$ cat config.mk
export PLATFORM = sky130hd
export DESIGN_NAME = matrix_pingpong_buffer_flat
export DESIGN_NICKNAME = d
export VERILOG_FILES = /design/src/rtl/pca_pkg.sv /design/src/rtl/matrix_pingpong_buffer_if.sv /design/src/rtl/matrix_transpose.sv /design/src/rtl/matrix_pingpong_buffer.sv /design/src/flat_wrapper.sv
export SDC_FILE = /design/constraint.sdc
export NUM_CORES = 1
export LEC_CHECK = 0
export BUFFER_PORTS_ARGS = -buffer_cell sky130_fd_sc_hd__buf_2
export CAP_MARGIN = 20
export CORE_MARGIN = 4
export CORE_UTILIZATION = 54
export DETAILED_ROUTE_END_ITERATION = 8
export PLACE_DENSITY = 0.74
export REMOVE_ABC_BUFFERS = 1
export SYNTH_ARGS = -nofsm -noshare
export SYNTH_HDL_FRONTEND = slang
export SYNTH_HIERARCHICAL = 1
export SYNTH_SLANG_ARGS = --single-unit
$ cat constraint.sdc
create_clock -name clk -period 1.65 [get_ports clk]
set_input_delay 0.165 -clock clk [delete_from_list [all_inputs] [get_ports clk]]
set_output_delay 0.165 -clock clk [all_outputs]
set_load 0.05 [all_outputs]
$ cat src/rtl/pca_pkg.sv
// Shared types and helpers for the PCA matrix pipeline.
package pca_pkg;

    typedef enum logic [1:0] {BANK_EMPTY, BANK_FILL, BANK_FULL} bank_state_t;

    // Bit offset of element (r,c) in a row-major flattened N x N matrix of W-bit elements.
    function automatic int unsigned elem_lsb(input int unsigned r, input int unsigned c,
                                             input int unsigned n, input int unsigned w);
        return (r * n + c) * w;
    endfunction

endpackage

$ cat src/rtl/matrix_pingpong_buffer_if.sv
// Row-in / matrix-out handshake bundle for the ping-pong matrix buffer.
interface matrix_pingpong_buffer_if #(
    parameter int unsigned MATRIX_SIZE = 4,
    parameter int unsigned DATA_WIDTH  = 8
);
    localparam int unsigned ROW_W = MATRIX_SIZE * DATA_WIDTH;
    localparam int unsigned MAT_W = MATRIX_SIZE * MATRIX_SIZE * DATA_WIDTH;

    logic [ROW_W-1:0] row_in;
    logic             row_valid;
    logic             row_ready;
    logic             transpose;
    logic [MAT_W-1:0] mat_out;
    logic             mat_valid;
    logic             mat_ready;
    logic [1:0]       occupancy;

    modport master (
        output row_in, row_valid, transpose, mat_ready,
        input  row_ready, mat_out, mat_valid, occupancy
    );

    modport slave (
        input  row_in, row_valid, transpose, mat_ready,
        output row_ready, mat_out, mat_valid, occupancy
    );

endinterface

$ cat src/rtl/matrix_transpose.sv
// Purely combinational transpose of a flattened square matrix.
module matrix_transpose
    import pca_pkg::*;
#(
    parameter int unsigned MATRIX_SIZE = 4,
    parameter int unsigned DATA_WIDTH  = 8
) (
    input  logic [MATRIX_SIZE*MATRIX_SIZE*DATA_WIDTH-1:0] mat_in,
    output logic [MATRIX_SIZE*MATRIX_SIZE*DATA_WIDTH-1:0] mat_out
);
    localparam int unsigned N = MATRIX_SIZE;
    localparam int unsigned W = DATA_WIDTH;

    for (genvar r = 0; r < N; r++) begin : g_row
        for (genvar c = 0; c < N; c++) begin : g_col
            assign mat_out[elem_lsb(r, c, N, W) +: W] = mat_in[elem_lsb(c, r, N, W) +: W];
        end
    end

endmodule

$ cat src/rtl/matrix_pingpong_buffer.sv
// Two-bank matrix store: one bank fills row by row while the other is presented whole.
module matrix_pingpong_buffer
    import pca_pkg::*;
#(
    parameter int unsigned MATRIX_SIZE = 4,
    parameter int unsigned DATA_WIDTH  = 8
) (
    input  logic clk,
    input  logic rst_n,
    input  logic flush,
    matrix_pingpong_buffer_if.slave bus
);
    localparam int unsigned N     = MATRIX_SIZE;
    localparam int unsigned W     = DATA_WIDTH;
    localparam int unsigned ROW_W = N * W;
    localparam int unsigned MAT_W = N * N * W;
    localparam int unsigned CW    = (N > 1) ? $clog2(N) : 1;

    logic [MAT_W-1:0] r_bank [2];
    bank_state_t      r_state [2];
    logic             r_wsel;
    logic             r_rsel;
    logic [CW-1:0]    r_row_cnt;
    logic [1:0]       r_tflag;

    bank_state_t      w_state_nxt [2];
    logic             w_wsel_nxt;
    logic             w_rsel_nxt;
    logic [CW-1:0]    w_row_cnt_nxt;
    logic [1:0]       w_tflag_nxt;

    logic             w_row_ready;
    logic             w_mat_valid;
    logic             w_wr;
    logic             w_rd;
    logic             w_last;
    logic [MAT_W-1:0] w_rd_bank;
    logic [MAT_W-1:0] w_rd_trans;

    assign w_row_ready = (r_state[r_wsel] != BANK_FULL);
    assign w_mat_valid = (r_state[r_rsel] == BANK_FULL);
    assign w_wr        = bus.row_valid & w_row_ready;
    assign w_rd        = w_mat_valid & bus.mat_ready;
    assign w_last      = (r_row_cnt == CW'(N - 1));

    // Control state register.
    always_ff @(posedge clk or negedge rst_n) begin
        if (!rst_n) begin
            r_state[0] <= BANK_EMPTY;
            r_state[1] <= BANK_EMPTY;
            r_wsel     <= 1'b0;
            r_rsel     <= 1'b0;
            r_row_cnt  <= '0;
            r_tflag    <= '0;
        end else begin
            r_state[0] <= w_state_nxt[0];
            r_state[1] <= w_state_nxt[1];
            r_wsel     <= w_wsel_nxt;
            r_rsel     <= w_rsel_nxt;
            r_row_cnt  <= w_row_cnt_nxt;
            r_tflag    <= w_tflag_nxt;
        end
    end

    // Next-state: write and read sides always touch different banks, so both may fire together.
    always_comb begin
        w_state_nxt[0] = r_state[0];
        w_state_nxt[1] = r_state[1];
        w_wsel_nxt     = r_wsel;
        w_rsel_nxt     = r_rsel;
        w_row_cnt_nxt  = r_row_cnt;
        w_tflag_nxt    = r_tflag;
        if (flush) begin
            w_state_nxt[0] = BANK_EMPTY;
            w_state_nxt[1] = BANK_EMPTY;
            w_wsel_nxt     = 1'b0;
            w_rsel_nxt     = 1'b0;
            w_row_cnt_nxt  = '0;
            w_tflag_nxt    = '0;
        end else begin
            if (w_wr) begin
                if (r_row_cnt == '0) begin
                    w_tflag_nxt[r_wsel] = bus.transpose;
                end
                if (w_last) begin
                    w_state_nxt[r_wsel] = BANK_FULL;
                    w_row_cnt_nxt       = '0;
                    w_wsel_nxt          = ~r_wsel;
                end else begin
                    w_state_nxt[r_wsel] = BANK_FILL;
                    w_row_cnt_nxt       = r_row_cnt + CW'(1);
                end
            end
            if (w_rd) begin
                w_state_nxt[r_rsel] = BANK_EMPTY;
                w_rsel_nxt          = ~r_rsel;
            end
        end
    end

    // Bank storage; flush leaves contents in place.
    always_ff @(posedge clk or negedge rst_n) begin
        if (!rst_n) begin
            r_bank[0] <= '0;
            r_bank[1] <= '0;
        end else if (w_wr && !flush) begin
            r_bank[r_wsel][32'(r_row_cnt) * ROW_W +: ROW_W] <= bus.row_in;
        end
    end

    assign w_rd_bank = r_bank[r_rsel];

    matrix_transpose #(
        .MATRIX_SIZE (N),
        .DATA_WIDTH  (W)
    ) u_transpose (
        .mat_in  (w_rd_bank),
        .mat_out (w_rd_trans)
    );

    assign bus.row_ready = w_row_ready;
    assign bus.mat_valid = w_mat_valid;
    assign bus.mat_out   = r_tflag[r_rsel] ? w_rd_trans : w_rd_bank;
    assign bus.occupancy = 2'(r_state[0] == BANK_FULL) + 2'(r_state[1] == BANK_FULL);

endmodule

$ cat src/flat_wrapper.sv
// flat-port wrapper written by rule: the top's interface ports become plain ports
module matrix_pingpong_buffer_flat import pca_pkg::*;
#(
    parameter int unsigned MATRIX_SIZE = 4,
    parameter int unsigned DATA_WIDTH  = 8
)
  (clk, rst_n, flush, bus_row_in, bus_row_valid, bus_transpose, bus_mat_ready, bus_row_ready, bus_mat_out, bus_mat_valid, bus_occupancy);
  matrix_pingpong_buffer_if #(.MATRIX_SIZE(MATRIX_SIZE), .DATA_WIDTH(DATA_WIDTH)) bus_i ();
  input  logic clk;
  input  logic rst_n;
  input  logic flush;
  input wire logic [$bits(bus_i.row_in)-1:0] bus_row_in;
  input wire logic [$bits(bus_i.row_valid)-1:0] bus_row_valid;
  input wire logic [$bits(bus_i.transpose)-1:0] bus_transpose;
  input wire logic [$bits(bus_i.mat_ready)-1:0] bus_mat_ready;
  output wire logic [$bits(bus_i.row_ready)-1:0] bus_row_ready;
  output wire logic [$bits(bus_i.mat_out)-1:0] bus_mat_out;
  output wire logic [$bits(bus_i.mat_valid)-1:0] bus_mat_valid;
  output wire logic [$bits(bus_i.occupancy)-1:0] bus_occupancy;
  assign bus_i.row_in = bus_row_in;
  assign bus_i.row_valid = bus_row_valid;
  assign bus_i.transpose = bus_transpose;
  assign bus_i.mat_ready = bus_mat_ready;
  assign bus_row_ready = bus_i.row_ready;
  assign bus_mat_out = bus_i.mat_out;
  assign bus_mat_valid = bus_i.mat_valid;
  assign bus_occupancy = bus_i.occupancy;
  matrix_pingpong_buffer #(.MATRIX_SIZE(MATRIX_SIZE), .DATA_WIDTH(DATA_WIDTH)) u_core (.clk(clk), .rst_n(rst_n), .flush(flush), .bus(bus_i));
endmodule
After elaboration in Yosys (flattened, before gate mapping)

Cells that the tools add are included.

Bits in registers: 266
Input bits: 38
Output and inout port bits: 132

$add $sub $neg: 3
Order comparisons: 7
Eq/ne operators: 5
Shift-type cells: 2
Muxes and demuxes: 38
Bitwise gates (word level): 14
Reductions and logical operators: 12

Operators with widths:

| cell                      | count |
|---|---|
| $mux 128                  | 4 |
| $bwmux 256                | 1 |
| $demux 128 s1             | 1 |
| $shift 32x34->128 const A | 1 |
| $shiftx 32x34->128        | 1 |
| $mux 120                  | 1 |
| $neg 7->34                | 1 |
| $mux 2                    | 14 |
| $mux 4                    | 5 |
| $eq 2x2->1 const B        | 4 |
| $mux 1                    | 8 |
| $reduce_bool 2->1         | 4 |
| $and 2x2->2               | 2 |
| $and 4x4->4               | 1 |
| $demux 2 s1               | 2 |
| $ge 2x2->1 const B        | 2 |
| $logic_and 1x1->1         | 4 |
| $lt 1x2->1 const B        | 2 |
| $lt 2x1->1 const B        | 2 |
| $not 1->2                 | 2 |
| $not 2->2                 | 2 |
| $not 4->4                 | 1 |
| $or 2x2->2                | 2 |
| $reduce_and 2->1          | 2 |
| other kinds (10)          | 12 |

Depth between registers and ports, before layout

Depth after elaboration: 13
Depth in mapped cells: 6
Depth with buffers taken out: 5

By module

The synthesis kept the hierarchy.

By module, submodules not included:

| module                 | instances | cells an instance | area each (um^2) |
|---|---|---|---|
| matrix_pingpong_buffer | 1         | 1047              | 14063.5 |
| matrix_transpose       | 1         | 128               | 960.9 |

Worst setup path after synthesis

No wires, ideal clock.

Kind: reg-to-output
Start point: reg u_core.r_rsel
End point: out bus_mat_valid
Data arrival time: 1.927 ns
Data required time: 1.485 ns
Setup slack: -0.442 ns
Stages on the path, launching flop included: 5
Cell sequence: dfrtp_1 > buf_2 > buf_2 > buf_2 > o21ai_0

Longest elaborated chain between the ends: 5

Ends and longest elaborated chain:

| what                                      | line                         | text |
|---|---|---|
| start, declared                           | matrix_pingpong_buffer.sv:22 | `logic r_rsel;` |
| start signal, assigned                    | matrix_pingpong_buffer.sv:59 | `r_rsel <= w_rsel_nxt;` |
| $not 1->2 (not written as such)           | matrix_pingpong_buffer.sv:41 | `assign w_mat_valid = (r_state[r_rsel] == BANK_FULL);` |
| $mux 2 (not written as such) (3 in a row) | matrix_pingpong_buffer.sv:41 |  |
| $eq 2x2->1                                | matrix_pingpong_buffer.sv:41 |  |
| end, declared                             | flat_wrapper.sv:18           | `output wire logic [$bits(bus_i.mat_valid)-1:0] bus_mat_valid;` |

Every way passes these cells. The select of a mux whose other input is x is not followed.

Worst setup path after layout

Start point: reg u_core.r_rsel
End point: out bus_mat_out[97]

Longest elaborated chain between the ends: 5
Elaborated cells between the ends (all ways): 7
Classes of those cells: 6 x mux; 1 x bitwise

Ends and longest elaborated chain:

| what                                        | line                          | text |
|---|---|---|
| $not 1->2 (not written as such)             | matrix_pingpong_buffer.sv:111 | `assign w_rd_bank = r_bank[r_rsel];` |
| $mux 128 (not written as such) (3 in a row) | matrix_pingpong_buffer.sv:111 |  |
| $mux 120 (*)                                | matrix_pingpong_buffer.sv:123 | `assign bus.mat_out = r_tflag[r_rsel] ? w_rd_trans : w_rd_bank;` |
| end, declared                               | flat_wrapper.sv:17            | `output wire logic [$bits(bus_i.mat_out)-1:0] bus_mat_out;` |

Mark *: on every way between the ends. The rest lies on a longest branch, timed or not. The select of a mux whose other input is x is not followed.

==> metrics.txt <==
status finished with violations; failing checks negative setup slack; fmax between 400 and 500 MHz; core area 27200 sq um; CP endpoint kind primary output; startpoint types flop; area share of fa/ha/maj cells after synthesis less than 1%; top post-synthesis cells by area dfrtp_1, mux2_2, buf_4; Worst-path clk slew around 0.06 ns; Total GRT Usage ~25%; final worst-path cycle share 146%; Min Clock Period, post-route between 2 and 2.5 ns; multi-input logic area 8490 sq um; worst setup path end bus_mat_out[97]; largest family of logic cells by synthesized area multiplexers; DR iter-0 viols 662; Num Clock Sinks 266; Layout Skew approximately 0.011 ns; CTS tree done; residual DRC count 0; RSZ-0062 raised after global routing yes; Final #Nets 1390; CP max stage cell dfrtp_4; fraction of synthesized cell area in xor and xnor cells 0%; cell depth of the worst setup path 5; mux share of post-synthesis cell area 38.8%; global-route wire length before repair between 50000 and 60000 um; CTS buffer count 29; synthesized area approximately 15000 sq um; Area after DPL between 15000 and 20000 sq um; leakage approximately 10 nW; Pwr per Cell Area ~930 nW/um^2; P&R area growth vs syn 39.2%; initial antenna violation count 0; starting density of the core between 50% and 60%; Ant. Diodes 0; DRT Pass-1 Iters 7; largest net degree at the start of global routing 47; Detailed Route WL between 40000 and 50000 um; Vias between 9000 and 10000; Hold Crit Class input pin to flop; yosys warns 6; Die Ht 175 um; Synth Area per Inst approximately 13 sq um; post-synth top area share between 40% and 50%; num rows 60; number of H-tree levels 1; Netlist cell types 30; Fin. Hold Viols 0; fin worst setup slack -0.751 ns; Worst R2R End u_core/r_bank[43]$_DFFE_PN0P_; Critical R2R Launch u_core/r_row_cnt[0]$_DFFE_PN0P_; Post-Synth Simple-Gate Area 7.05%; CTS Buffer Depth 3; Top delay family on crit path multiplexers; cell taking the most area after synthesis dfrtp_1; # IOs 170; Final ANT Viol Nets 0; Wirelength per Cell between 20 and 30 um; Final Wtd Congestion just under 0.8; vias per inst 5.73; Finished Cell Area ~21000 sq um; maxcap violations 0; WP data arrival 2.24 ns; register bit total from synthesis approximately 270; Worst-Skew Late Latency 0.55 ns; FF/Latch Area roughly 6700 sq um; gr ovfl total 0; Tightest Pin Transition about 0.42 ns; reg2reg path depth 9; most frequent cells in the layout mux2_2, dfrtp_1, mux2_4; Sum Neg Setup Slack -144.27 ns; # setup viols final slightly below 400; sequential area share after synthesis 44.3%; most frequent CP cell buf_6; reg2reg setup slack -0.28 ns; commonest non-fill, non-tap cell in the layout mux2_2; peak supply drop a little under 1000 uV; Crit. Startpoint u_core/r_rsel$_DFFE_PN0P_; Worst Path Max Fanout 12; compound-cell area share of the yosys netlist less than 1%; fill count approximately 1500; vias in the first global route between 10000 and 15000; Req. time, crit path about 1.5 ns; hold slack 0.0380 ns; proportion of layout cells with a drive suffix above 1 approximately three quarters; Die W between 150 and 200 um; max-slew violations 0; CTS root buffer clkbuf_16; hpwl dp roughly 22000 um; Pwr Total 19.5 mW; crit-path max cell delay 0.47 ns; worst path cell trace mux2i_4, buf_6, clkbuf_16, mux2_2, buf_6; crit path kind flop to primary output; Rel. slew slack between 70% and 80%; Die ar. ~31000 sq um; Synth Instances ~1200; worst path buffer plus inverter count 3; Port Buf Inserts roughly 170
==> how the worst min path moves through the flow <==
| stage | from | to | slack [ns] | cells past startpoint |
|---|---|---|---|---|
| 2_1_floorplan | rst_n | u_core/r_bank[0]$_DFFE_PN0P_ | -0.13 | 0 |
| 3_3_place_gp | rst_n | u_core/r_bank[189]$_DFFE_PN0P_ | 0.1 | 1 |
| 3_5_place_dp | rst_n | u_core/r_bank[189]$_DFFE_PN0P_ | 0.10 | 1 |
| 4_1_cts | bus_row_in[2] | u_core/r_bank[66]$_DFFE_PN0P_ | 0.01 | 3 |
| 5_1_grt | bus_row_in[9] | u_core/r_bank[9]$_DFFE_PN0P_ | 0.04 | 3 |
| 6_report | flush | u_core/r_row_cnt[0]$_DFFE_PN0P_ | 0.04 | 3 |
==> cell type report <==
class | count | area share [%]
Clock buffer | 43 | 4.15
Timing Repair Buffer | 335 | 20.5
Tap cell | 372 | 2.23
Inverter | 6 | 0.168
Sequential cell | 266 | 31.9
Clock inverter | 10 | 0.539
Multi-Input combinational cell | 707 | 40.6
==> cells in the mapped netlist, drive strengths merged <==
cell / n
dfrtp: 266
mux2i: 5
clkbuf: 13
a211oi: 2
and2: 129
nor3b: 6
nor4: 1
nand3: 3
buf: 183
nand2b: 4
o22ai: 1
a31oi: 1
mux2: 513
a21oi: 3
ha: 7
o21ai: 4
and3b: 1
nor3: 5
a221oi: 1
nand4: 5
nand2: 12
inv: 6
nor2: 4
==> what timing repair did <==
action | 4_1_cts | 5_1_grt
cloned | 15 | 23
pin swaps | 19 | 99
hold endpoints to repair | 272 | 0
setup buffers | 33 | 24
endpoints found under the setup margin | 389 | 389
gates resized for setup | 376 | 421
hold buffers | 4 | 0
==> worst min-delay path: stages <==
cell	delay, ns
buf_2	0.15
nor2_1	0.09
mux2_2	0.15
==> kinds of logic (layout without fill, tap and decap cells) <==
kind of cell	Yosys count	count (layout)
mux	518	518
compound gates	12	12
simple gates	170	170
fa+ha+maj	7	7
buf+inv	202	394
flops	266	266
==> registers in the layout, summed over array words and instances (netlist names) <==
| register | flops |
|---|---|
| u_core/r_tflag | 2 |
| u_core/r_bank | 256 |
| u_core/r_state | 4 |
| u_core/r_wsel | 1 |
| u_core/r_rsel | 1 |
| u_core/r_row_cnt | 2 |
==> layer usage <==
metal  global-route usage (%)  routed length (um)  vias to the layer above
met5                        0                   0                        -
met4                     6.06                1390                        0
met3                     3.70                2130                       82
met2                     41.8               22300                      324
met1                     33.6               18900                     5238
li1                         -                   -                     4324
==> metrics by stage <==
step	setup WS, ns	utilization, %	cells
2_1_floorplan	-9.35	-	979
5_1_grt	-0.825	76.9	1739
4_1_cts	-0.758	69.8	1701
3_3_place_gp	-0.199	59.1	1597
6_report	-0.751	76.9	1739
3_5_place_dp	-0.269	59.1	1597
==> power breakdown <==
group,internal (mW),switching [mW],leakage (nW)
Combinational,2.77,3.01,6.32
Clock,3.95,2.65,0.487
Sequential,6.92,0.227,3.68
No activity file was read; power rests on OpenSTA's default activity.
